`config.mk`:
```
export PLATFORM = sky130hd
export DESIGN_NAME = io_txport
export DESIGN_NICKNAME = d
export VERILOG_FILES = /design/src/rtl/io_txport.sv
export SDC_FILE = /design/constraint.sdc
export NUM_CORES = 1
export LEC_CHECK = 0
export ABC_CLOCK_PERIOD_IN_PS = 3000
export CORE_MARGIN = 2
export CORE_UTILIZATION = 54
export DETAILED_ROUTE_END_ITERATION = 8
export GPL_TIMING_DRIVEN = 0
export PLACE_DENSITY = 0.89
export SLEW_MARGIN = 40
export SYNTH_ARGS = -nofsm -noshare
export SYNTH_HDL_FRONTEND = slang
export SYNTH_SLANG_ARGS = --single-unit
```
`constraint.sdc`:
```
create_clock -name Clock -period 3 [get_ports Clock]
set_clock_uncertainty 0.1 [all_clocks]
set_input_delay 0.45 -clock Clock [delete_from_list [all_inputs] [get_ports Clock]]
set_output_delay 0.45 -clock Clock [all_outputs]
set_load 0.01 [all_outputs]
```
`src/rtl/io_txport.sv`:
```
// Memory-mapped UART transmit port: a small write FIFO feeding an 8N1 shifter.
// Select is W with ADDR[15:12]==2; ADDR[0]=0 queues DOUT[7:0], ADDR[0]=1 clears Overflow.
module io_txport #(
  parameter int CLKS_PER_BIT = 434,
  parameter int DEPTH        = 4
) (
  input  logic        Clock,
  input  logic        Reset,
  input  logic        W,
  input  logic [15:0] ADDR,
  input  logic [15:0] DOUT,
  output logic [15:0] STATUS,
  output logic        TxD,
  output logic        Busy
);

  // state | meaning
  // IDLE  | line high, pops the head byte as soon as the FIFO is non-empty
  // START | start bit (low) for one bit time
  // DATA  | eight data bits, LSB first, one bit time each
  // STOP  | stop bit (high) for one bit time

  localparam int              AW          = $clog2(DEPTH);
  localparam logic [15:0]     BAUD_RELOAD = 16'(CLKS_PER_BIT - 1);
  localparam logic [AW:0]     DEPTH_CNT   = (AW + 1)'(DEPTH);

  typedef enum logic [1:0] {IDLE, START, DATA, STOP} state_t;

  state_t      state, state_next;
  logic        sel, sel_push, sel_clear, push_ok, pop;
  logic [AW:0] wr_ptr, rd_ptr, occupancy;
  logic [7:0]  mem [DEPTH];
  logic [7:0]  head;
  logic        full, empty, overflow;
  logic [15:0] baud_cnt;
  logic        baud_done;
  logic [2:0]  bit_idx;
  logic [7:0]  shift;
  logic        txd_q, txd_next, busy_q;
  logic        unused_ok;

  assign sel       = W & (ADDR[15:12] == 4'h2);
  assign sel_push  = sel & ~ADDR[0];
  assign sel_clear = sel & ADDR[0];
  assign occupancy = wr_ptr - rd_ptr;
  assign full      = (occupancy == DEPTH_CNT);
  assign empty     = (wr_ptr == rd_ptr);
  // A simultaneous pop frees the slot, so a push into a full FIFO still lands.
  assign push_ok   = sel_push & (~full | pop);
  assign head      = mem[rd_ptr[AW-1:0]];
  assign baud_done = (baud_cnt == 16'd0);
  assign unused_ok = &{1'b0, DOUT[15:8], ADDR[11:1]};

  always_ff @(posedge Clock or posedge Reset) begin
    if (Reset) begin
      wr_ptr   <= '0;
      rd_ptr   <= '0;
      overflow <= 1'b0;
    end else begin
      if (push_ok) wr_ptr <= wr_ptr + 1'b1;
      if (pop)     rd_ptr <= rd_ptr + 1'b1;
      if (sel_clear)
        overflow <= 1'b0;
      else if (sel_push && full && !pop)
        overflow <= 1'b1;
    end
  end

  always_ff @(posedge Clock) begin
    if (push_ok) mem[wr_ptr[AW-1:0]] <= DOUT[7:0];
  end

  always_ff @(posedge Clock or posedge Reset) begin
    if (Reset) begin
      state    <= IDLE;
      baud_cnt <= 16'd0;
      bit_idx  <= 3'd0;
      shift    <= 8'd0;
      txd_q    <= 1'b1;
      busy_q   <= 1'b0;
    end else begin
      state  <= state_next;
      txd_q  <= txd_next;
      busy_q <= (state != IDLE);
      case (state)
        IDLE: begin
          if (pop) begin
            shift    <= head;
            baud_cnt <= BAUD_RELOAD;
            bit_idx  <= 3'd0;
          end
        end
        START: baud_cnt <= baud_done ? BAUD_RELOAD : baud_cnt - 16'd1;
        DATA: begin
          baud_cnt <= baud_done ? BAUD_RELOAD : baud_cnt - 16'd1;
          if (baud_done) bit_idx <= bit_idx + 3'd1;
        end
        STOP: baud_cnt <= baud_done ? 16'd0 : baud_cnt - 16'd1;
        default: baud_cnt <= 16'd0;
      endcase
    end
  end

  always_comb begin
    state_next = state;
    case (state)
      IDLE:    if (!empty) state_next = START;
      START:   if (baud_done) state_next = DATA;
      DATA:    if (baud_done && bit_idx == 3'd7) state_next = STOP;
      STOP:    if (baud_done) state_next = IDLE;
      default: state_next = IDLE;
    endcase
  end

  always_comb begin
    pop      = 1'b0;
    txd_next = 1'b1;
    case (state)
      IDLE:    pop = ~empty;
      START:   txd_next = 1'b0;
      DATA:    txd_next = shift[bit_idx];
      STOP:    txd_next = 1'b1;
      default: txd_next = 1'b1;
    endcase
  end

  // The line lags the state by one register stage; Busy stays up until the stop bit has left it.
  assign TxD    = txd_q;
  assign Busy   = (state != IDLE) | busy_q;
  assign STATUS = {11'b0, overflow, full, empty, Busy, TxD};

endmodule

```
Word-level counts from Yosys, hierarchy flattened --
Memories as Yosys holds them, arrays and structs flattened. A register that Yosys moved wholly into a read port is not among the register bits. Index checks and enable logic that the tools add are counted.
Word-level totals: bits in registers 30, memory bits (writable) 32, bits of input ports 35, logic and storage cells 70, memories kept 1
Operators by class: add/subtract/negate cells 5, magnitude comparators 1, eq/ne operators 13, muxes and demuxes 20, bitwise logic cells 9, reductions and logical operators 13
Memories:
- mem | words 4, width 8, read ports 1, clocked after memory_dff 1, write ports 1, line 32 | logic [7:0] mem [DEPTH];
Operators with widths (number):
- $mux W16 | 3
- $pmux W16 S3 | 1
- $logic_not A16 Y1 | 1
- $sub A16 B1 Y16 const B | 1
- $ne A2 B2 Y1 const B | 6
- $add A3 B1 Y3 const B | 3
- $mux W2 | 4
- $pmux W2 S4 | 1
- $eq A3 B3 Y1 const B | 2
- $mux W1 | 6
- $mux W3 | 2
- $pmux W3 S2 | 1
- $reduce_bool A2 Y1 | 3
- $and A1 B1 Y1 | 4
- $eq A2 B2 Y1 const B | 2
- $eq A4 B2 Y1 const B | 1
- $lt A3 B4 Y1 const B | 1
- $reduce_and A4 Y1 | 1
- $bmux W1 S3 | 1
- $eq A3 B3 Y1 | 1
- $logic_and A1 B1 Y1 | 3
- $not A1 Y1 | 3
- $reduce_and A3 Y1 | 1
- $sub A3 B3 Y3 | 1
- 7 further kinds | 8

Depth between registers and ports, before layout --
Gate-level depths: netlist (run 1).
word-level depth 7, mapped depth 9

Worst setup path after synthesis (run 1) --
Ideal clock, no wire load.
path kind register to register, start reg rd_ptr[1], end mem mem[3][0], enable pin, library setup time 0.339 ns, arrival 2.005 ns, data required time 2.561 ns, path slack 0.555 ns, cell stages (with the launch flop) 8, buffers on the path 1, period minus slack after synthesis 2.445 ns, cell sequence dfrtp_1 clkbuf_1 inv_1 ha_1 nand2_1 nor4_1 nor3_1 and2_1
Between the ends: longest elaborated chain between the ends 7, elaborated cells between the ends (all ways) 10, those cells by class add/sub (1); eq/ne (2); mux (3); bitwise (4)
Ends and longest elaborated chain:
- start, declared | line 31 | logic [AW:0] wr_ptr, rd_ptr, occupancy;
- start signal, assigned | line 61 | if (pop) rd_ptr <= rd_ptr + 1'b1;
- $sub A3 B3 Y3 or $eq A3 B3 Y1 (tied branches) | line 45, 47
- $eq A3 B3 Y1 or $not A1 Y1 (tied branches) | line 46, 119
- $not A1 Y1 or $mux W1 (tied branches) | line 49, 118
- $or A1 B1 Y1 * | line 49 | assign push_ok = sel_push & (~full | pop);
- $and A1 B1 Y1 * | line 49
- $mux W1 * | line 70 | if (push_ok) mem[wr_ptr[AW-1:0]] <= DOUT[7:0];
- $mux W1 (implied by the code) * | line 70
- end, declared | line 32
Mark *: on every way between the ends. The rest lies on a longest branch, timed or not.

Worst setup path in the final report (run 1) --
start reg rd_ptr[1], end out STATUS[3]
Between the ends: longest elaborated chain between the ends 2
Ends and longest elaborated chain:
- $sub A3 B3 Y3 | line 45 | assign occupancy = wr_ptr - rd_ptr;
- $eq A3 B3 Y1 | line 46 | assign full = (occupancy == DEPTH_CNT);
- end, declared | line 12 | output logic [15:0] STATUS,
No other way between the ends.

==> results_dict.tcl, run 1 <==
set metrics [dict create \
    status "completed" \
    worst_hold_path_type "primary input to async pin" \
    synth_xor_area_share_pct 1.48 \
    vias 2407 \
    num-fill-cells 471 \
    ctsHoldBuffers 0 \
    cts_resized 1 \
    path_class "flip-flop to output pin" \
    async_reset_ff_share_pct 54.3 \
    syn_avg_cell_area_um2 12.4 \
    p_leak_nw 1.67 \
    synth_compound_area_share_pct 9.42 \
    synthesis.instances 287 \
    clock-sinks 70 \
    gp_congestion 0.912 \
    insertion_delay_ns 0.35 \
    synthDistinctLibCells 55 \
    tightest_slew_ns 0.760 \
    clk_pin_slew_worst_paths_ns 0.08 \
    p_per_area_nw_per_um2 1010 \
    grt_pass1_vias 2329 \
    synth-simple-area-share_pct 13.4 \
    worst_ep_arrival_time_ns 2.26 \
    wirelength_um 6900 \
    min_period_over_period_pct 93.8 \
    cp.required_ns 2.45 \
    dpl_cell_area_um2 3940 \
    final_cells 413 \
    slew_viol_final 0 \
    die_area_um2 7260 \
    vias_per_cell 5.83 \
    globalRouteOverflowTotal 0 \
    drtAntennaViolNets 0 \
    rsz0062_at_grt "false" \
    cp-start-kind "flip-flop" \
    min_period_ns 2.81 \
    hold_viol 0 \
    seq_area_frac_synth_pct 53.7 \
    initial_core_util_pct 56.1 \
    place_inst 397 \
    synth_edf_count 32 \
    fmax_mhz 355 \
    dieWidth_um 85.2 \
    htreeDepth 3 \
    muxShareOfSynthArea_pct 10.3 \
    grt_pass1_wl_um 11400 \
    drive_gt1_share_pct 21.7 \
    cts_tree "done" \
    dr.pass1.iters 4 \
    portBuffers 22 \
    yosys_warnings 0 \
    grt_start_max_net_pins 26 \
    synth_ff_type "dfrtp_1" \
    crit_fanout 10 \
    yosys.area_share.adder_pct 5.62 \
    dr.first_iter.drc_count 140 \
    clock_path_buffers 2 \
    drc 0 \
    numCtsBuffers 9 \
    rows 29 \
    stdcell_area_um2 4170 \
    synth_top_family_by_area "simple AND/OR/NAND/NOR gates" \
    layout_common_cells "dfrtp_1, edfxtp_1, clkdlybuf4s50_1" \
    grt.total_usage_pct 20.5 \
    fin_nets 382 \
    ir_worst_vdd_mv 0.635 \
    syn_to_final_growth_pct 17.1 \
    max_slew_margin_pct 49.3 \
    tns_ns 0 \
    cp-end-kind "output pin" \
    coreArea_um2 6350 \
    post-cts-setup-buffers 0 \
    die_y_um 85.2 \
    place_hpwl_um 4820 \
    hold_ws_ns 0.274 \
    ys_ff_latch 70 \
    maxCapViolCount 0 \
    setup_viol 0 \
    wl_per_cell_um 16.7 \
    layout_commonest_cell "dfrtp_1" \
    cts_root_buf "clkbuf_8" \
    ios 53 \
    syn_area_um2 3560 \
    n_antenna_cell 0 \
    antenna_found_initial 0 \
]
-- worst max-delay path, cell delays in order (launching register included) --
cell and delay [ns]:
dfrtp_1 0.36, clkbuf_4 0.24, inv_1 0.07, ha_1 0.32
nand2_1 0.14, a21oi_1 0.14, buf_4 0.11, clkdlybuf4s50_1 0.53
-- final cells by class --
type / instances / area (µm²) / area share [%]
flip-flops and latches: 70 / 1910 / 45.9
multi-input cells: 189 / 1480 / 35.4
repair buffers: 23 / 240 / 5.76
plain buffers: 27 / 175 / 4.20
clock buffers: 9 / 124 / 2.97
clock inverters: 7 / 103 / 2.46
well taps: 77 / 96.3 / 2.31
inverters: 11 / 41.3 / 0.990
-- kinds of logic (layout without fill, tap and decap cells) --
logic type | Yosys count | count (layout)
AND/OR/NAND/NOR | 81 | 81
multiplexers | 23 | 23
other | 1 | 11
flip-flops | 70 | 70
adder cells (fa/ha/maj) | 16 | 16
buffers and inverters | 38 | 77
AO/OA/AOI/OAI | 52 | 52
XOR/XNOR | 6 | 6
-- report_power, final --
group,leakage (nW),internal (mW),total (mW),switching (mW)
Sequential,0.761,1.23,1.44,0.206
Clock,0.111,0.478,0.866,0.388
Combinational,0.799,0.904,1.91,1.00
-- flip-flops by register name, indices dropped and copies added (netlist names) --
register	count
mem	32
baud_cnt	16
shift	8
bit_idx	3
rd_ptr	3
wr_ptr	3
state	2
TxD	1
busy_q	1
overflow	1
-- synth_stat cells (2+ instances only) --
cell	number	area [µm²]
nand3_1	5	25.0
nor3b_1	2	15.0
or3_2	3	22.5
buf_4	16	120
nor2_1	11	41.3
xor2_1	2	17.5
dfrtp_1	37	926
inv_1	11	41.3
o41ai_1	3	26.3
nor3_2	2	20.0
and2_1	7	43.8
o32a_1	3	30.0
mux4_2	10	225
a21oi_1	13	65.1
o21ai_0	16	80.1
buf_2	2	10.0
o31ai_1	4	30.0
clkbuf_1	8	30.0
nor4_1	4	25.0
nor3_1	12	60.1
or4_1	2	15.0
nand2_1	11	41.3
nand2b_1	5	31.3
nor4b_1	2	17.5
edfxtp_1	32	961
ha_1	16	200
nand4_1	3	18.8
xnor2_1	4	35.0
nor2b_1	2	12.5
nor4_2	2	25.0
or3_1	2	12.5
mux2_2	10	113
mux2i_1	3	30.0
-- layer usage --
metal | share of wire, % | vias to the layer above | track usage, %
met5 | 0 | - | 0
met4 | 2.0 | 0 | 8.80
met3 | 5.5 | 14 | 5.35
met2 | 52 | 67 | 34.2
met1 | 40 | 1188 | 25.2
li1 | - | 1138 | -
-- metrics by stage --
step	worst slack, ns	utilization [%]	power, mW
6_report	0.186	65.7	4.21
5_1_grt	0.0534	65.7	4.49
4_1_cts	0.0907	65.6	4.22
3_5_place_dp	-0.0482	62.0	3.32
3_3_place_gp	0.0950	61.7	3.22
2_1_floorplan	0.555	-	2.82
-- final timing paths --
check | from | slack [ns] | depth (start not counted) | to
worst max-delay path | rd_ptr[1] | 0.19 | 7 | STATUS[3]
worst min-delay path | Reset | 0.27 | 2 | bit_idx[0]
worst max register to register | state[0] | 0.25 | 8 | baud_cnt[5]
worst min register to register | shift[7] | 0.41 | 1 | shift[7]
max in group asynchronous | Reset | 2.00 | 3 | TxD
min in group Clock | shift[7] | 0.41 | 1 | shift[7]
Power figures use the tool's default switching activity.
==> run 2, diff against run 1 <==
--- a/config.mk
+++ b/config.mk
@@ -10,7 +10,8 @@
 export CORE_UTILIZATION = 54
 export DETAILED_ROUTE_END_ITERATION = 8
 export GPL_TIMING_DRIVEN = 0
-export PLACE_DENSITY = 0.89
+export MAX_ROUTING_LAYER = met4
+export PLACE_DENSITY_LB_ADDON = 0.25
 export SLEW_MARGIN = 40
 export SYNTH_ARGS = -nofsm -noshare
 export SYNTH_HDL_FRONTEND = slang
==> results_dict.tcl, run 2 (synthesized netlist as in run 1, its figures left out) <==
set metrics [dict create \
    fin_nets 381 \
    grt.total_usage_pct 21.1 \
    fmax_mhz 352 \
    clk_pin_slew_worst_paths_ns 0.08 \
    crit_start "rd_ptr[1]" \
    worstReg2RegStart "rd_ptr[1]" \
    place_hpwl_um 4840 \
    ir_worst_vdd_mv 0.582 \
    rows 29 \
    worst_hold_path_type "primary input to async pin" \
    portBuffers 22 \
    crit_fanout 11 \
    ios 53 \
    clock-sinks 70 \
    antenna_found_initial 0 \
    reg2reg_depth 6 \
    crit_buf_inv 3 \
    dr.first_iter.drc_count 124 \
    dieWidth_um 85.2 \
    slowest_stage "dfrtp_2" \
    globalRouteOverflowTotal 0 \
    htreeDepth 3 \
    drc 0 \
    worst_ep_arrival_time_ns 2.29 \
    fin_util_pct 64.9 \
    grt_pass1_wl_um 11400 \
    min_period_ns 2.84 \
    num-fill-cells 508 \
    p_per_area_nw_per_um2 972 \
    drive_gt1_share_pct 21.2 \
    crit_chain "inv_1 -> ha_1 -> nand2_1 -> a21oi_1 -> buf_4 -> clkdlybuf4s50_1" \
    insertion_delay_ns 0.35 \
    max_stage_delay_ns 0.52 \
    setup_viol 0 \
    die_y_um 85.2 \
    p_leak_nw 1.65 \
    reg2reg_to "mem[0][0]" \
    wirelength_um 6720 \
    pwr-share-seq_pct 36.5 \
    maxCapViolCount 0 \
    dr.pass1.iters 5 \
    layout_common_cells "dfrtp_1, edfxtp_1, clkdlybuf4s50_1" \
    syn_to_final_growth_pct 15.7 \
    layout_commonest_cell "dfrtp_1" \
    die_area_um2 7260 \
    cts_root_buf "clkbuf_8" \
    internal-power_mw 2.43 \
    vias 2363 \
    min_period_over_period_pct 94.6 \
    stdcell_area_um2 4120 \
    max_slew_margin_pct 51.0 \
    dpl_cell_area_um2 3940 \
    slew_viol_final 0 \
    clkPwrFrac_pct 16.9 \
    largest_reg_flops 32 \
    cp-end-kind "output pin" \
    rsz0062_at_grt "false" \
    p_total_mw 4.00 \
    gp_congestion 0.856 \
    p_comb_share_pct 46.6 \
    switchingPower_mw 1.57 \
    cts_tree "done" \
    numCtsBuffers 9 \
    r2r_slack_ns 0.24 \
    cp.required_ns 2.45 \
    coreArea_um2 6350 \
    setup.worst_path.end "STATUS[3]" \
    wl_per_cell_um 16.3 \
    drtAntennaViolNets 0 \
    swShare_pct 39.3 \
    grt_start_max_net_pins 22 \
    n_antenna_cell 0 \
    hold_viol 0 \
    tightest_slew_ns 0.736 \
    clock_path_buffers 2 \
    initial_core_util_pct 56.1 \
    critical_path_cell_count 6 \
    ctsHoldBuffers 0 \
    status "completed" \
    cp-start-kind "flip-flop" \
    vias_per_cell 5.74 \
    critPathTopFamily "buffers and inverters" \
    path_class "flip-flop to output pin" \
    grt_pass1_vias 2370 \
]
## run 2: layer usage
layer,routed length [µm],track usage [%],share of wire [%]
met4,114,9.24,1.7
met2,3540,35.2,53
met5,0,-,0
met3,229,3.21,3.4
met1,2840,25.4,42
## run 2: how the worst min path moves through the flow
stage	from	end	slack (ns)
global placement	shift[6]	shift[6]	0.38
global route	Reset	baud_cnt[2]	0.37
CTS	Reset	baud_cnt[8]	0.35
detailed placement	shift[6]	shift[6]	0.40
floorplan	shift[2]	shift[2]	0.37
finish	Reset	baud_cnt[8]	0.33
## run 2: repair_timing
action	CTS	global route
endpoints found under the setup margin	27	23
buffers inserted	0	0
gates resized for setup	0	2
## run 2: cell type report
type,count,area (µm²),area share (%)
multi-input cells,189,1480,35.9
well taps,77,96.3,2.34
clock inverters,6,46.3,1.12
plain buffers,26,168,4.07
clock buffers,10,128,3.10
flip-flops and latches,70,1910,46.5
repair buffers,23,248,6.01
inverters,11,41.3,1.00
## run 2: stage by stage
step | hold slack, ns | setup TNS, ns | setup WS (ns) | instances
finish | 0.333 | 0 | 0.162 | 412
global placement | 0.383 | 0 | 0.0565 | 396
floorplan | 0.374 | 0 | 0.555 | 297
global route | 0.373 | 0 | 0.0762 | 412
detailed placement | 0.402 | -0.575 | -0.0389 | 397
CTS | 0.352 | 0 | 0.0846 | 412
## run 2: power by group through the flow
stage                     Combinational, mW  Clock [mW]  Sequential (mW)
after global routing                   2.06       0.731             1.49
after global placement                 1.81           0             1.44
after detailed placement               1.87           0             1.45
after CTS                              1.85       0.690             1.46
final                                  1.87       0.677             1.46
after floorplan                        1.43           0             1.40
## run 2: worst reg2reg max path, stage by stage (launching register included)
cell,delay [ns]
dfrtp_2,0.52
inv_1,0.08
ha_1,0.33
nand2_1,0.20
nor4_1,0.09
nor3_1,0.57
and2_1,0.53
==> run 3, diff against run 2 <==
--- a/config.mk
+++ b/config.mk
@@ -6,13 +6,13 @@
 export NUM_CORES = 1
 export LEC_CHECK = 0
 export ABC_CLOCK_PERIOD_IN_PS = 3000
+export CAP_MARGIN = 20
 export CORE_MARGIN = 2
 export CORE_UTILIZATION = 54
 export DETAILED_ROUTE_END_ITERATION = 8
 export GPL_TIMING_DRIVEN = 0
 export MAX_ROUTING_LAYER = met4
 export PLACE_DENSITY_LB_ADDON = 0.25
-export SLEW_MARGIN = 40
 export SYNTH_ARGS = -nofsm -noshare
 export SYNTH_HDL_FRONTEND = slang
 export SYNTH_SLANG_ARGS = --single-unit
==> results_dict.tcl, run 3 (synthesized netlist as in run 1, its figures left out) <==
set metrics [dict create \
    status "completed" \
    grt_start_max_net_pins 39 \
    crit_chain "buf_2 -> inv_1 -> ha_1 -> nand2_1 -> a21oi_1 -> buf_4 -> clkdlybuf4s50_1" \
    dr.pass1.iters 4 \
    numCtsBuffers 9 \
    drc 0 \
    num-fill-cells 509 \
    min_period_over_period_pct 95.8 \
    largest_reg_flops 32 \
    drive_gt1_share_pct 21.5 \
    worst_ep_arrival_time_ns 2.32 \
    globalRouteOverflowTotal 0 \
    reg2reg_depth 8 \
    clk_pin_slew_worst_paths_ns 0.07 \
    worst_hold_path_type "flip-flop to flip-flop" \
    top_layer "met4" \
    vias 2369 \
    met2WireLength_um 3650 \
    stdcell_area_um2 4170 \
    insertion_delay_ns 0.34 \
    vias_per_cell 5.75 \
    wl_per_cell_um 16.8 \
    portBuffers 22 \
    hold_start "shift[0]" \
    p_per_area_nw_per_um2 1020 \
    clock_path_buffers 2 \
    grt_pass1_vias 2323 \
    hold_viol 0 \
    drtAntennaViolNets 0 \
    crit_buf_inv 4 \
    die_area_um2 7260 \
    dieWidth_um 85.2 \
    path_class "flip-flop to output pin" \
    dr.first_iter.drc_count 123 \
    ios 53 \
    place_hpwl_um 4840 \
    multi_input_area_um2 1480 \
    die_y_um 85.2 \
    cts_root_buf "clkbuf_8" \
    min_period_ns 2.87 \
    cp-end-kind "output pin" \
    hold_ws_ns 0.414 \
    ctsHoldBuffers 0 \
    htreeDepth 3 \
    rows 29 \
    cts_tree "done" \
    final-seq-area_um2 1910 \
    grt_pass1_wl_um 11500 \
    maxCapViolCount 0 \
    hold_path_depth 1 \
    rsz0062_at_grt "true" \
    dr_wl_met3_um 274 \
    wirelength_um 6910 \
    critPathTopFamily "buffers and inverters" \
    grt.total_usage_pct 21.0 \
    antenna_found_initial 0 \
    coreArea_um2 6350 \
    layout_common_cells "dfrtp_1, edfxtp_1, clkdlybuf4s50_1" \
    fmax_mhz 348 \
    r2r_slack_ns 0.22 \
    cp.required_ns 2.45 \
    fin_nets 381 \
    ir_worst_vdd_mv 0.626 \
    layout_commonest_cell "dfrtp_1" \
    p_leak_nw 1.67 \
    max_stage_delay_ns 0.52 \
    cp-start-kind "flip-flop" \
    slew_viol_final 0 \
    reg2reg_to "baud_cnt[4]" \
    worstReg2RegStart "state[0]" \
    setup_viol 0 \
    gp_congestion 0.856 \
    n_antenna_cell 0 \
    slowest_stage "clkdlybuf4s50_1" \
    syn_to_final_growth_pct 17.0 \
    min_to "shift[0]" \
    max_slew_margin_pct 45.9 \
    crit_fanout 10 \
    wl_met1_um 2910 \
    dpl_cell_area_um2 3920 \
    tightest_slew_ns 0.811 \
    clock-sinks 70 \
    initial_core_util_pct 56.1 \
]
## run 3: layer usage
metal  global-route usage, %  up-vias
met2                    35.2       49
met5                       -        -
met3                    5.06        9
met1                    25.5     1181
met4                    5.63        0
li1                        -     1130
## run 3: cell type report
| type | instances | area share, % |
|---|---|---|
| inverter | 11 | 0.991 |
| tap | 77 | 2.31 |
| clock buffer | 10 | 3.06 |
| buffer | 27 | 4.15 |
| sequential | 70 | 45.9 |
| timing repair buffer | 22 | 5.29 |
| multi-input combinational | 189 | 35.6 |
| clock inverter | 6 | 2.67 |
## run 3: power breakdown
part           switching, mW  internal, mW  total, mW
clock network          0.352         0.552      0.905
logic                   1.00         0.897       1.90
registers              0.205          1.23       1.44
total                   1.56          2.68       4.24
## run 3: worst max path at each step
stage | startpoint | end | slack, ns | cells after the start
3_5_place_dp | rd_ptr[1] | mem[3][4] | -0.06 | 7
2_1_floorplan | rd_ptr[1] | mem[3][0] | 0.56 | 7
3_3_place_gp | rd_ptr[1] | mem[3][4] | 0.06 | 7
4_1_cts | rd_ptr[1] | STATUS[2] | 0.11 | 7
6_report | rd_ptr[1] | STATUS[3] | 0.13 | 7
5_1_grt | state[1] | baud_cnt[11] | -0.02 | 8
## run 3: per-stage QoR
step	power (mW)	TNS [ns]	util (%)	setup WS [ns]	instances
2_1_floorplan	2.82	0	-	0.555	297
3_3_place_gp	3.25	0	61.7	0.0565	396
3_5_place_dp	3.32	-0.907	61.7	-0.0558	396
4_1_cts	4.24	0	65.4	0.106	412
5_1_grt	4.52	-0.0272	65.6	-0.0177	412
6_report	4.24	0	65.6	0.127	412
## run 3: timing repair
| item | 4_1_cts | 5_1_grt |
|---|---|---|
| hold endpoints to repair | 0 | 0 |
| cloned | 0 | 0 |
| endpoints found under the setup margin | 34 | 21 |
| buffers inserted | 0 | 0 |
| resized for setup | 1 | 3 |
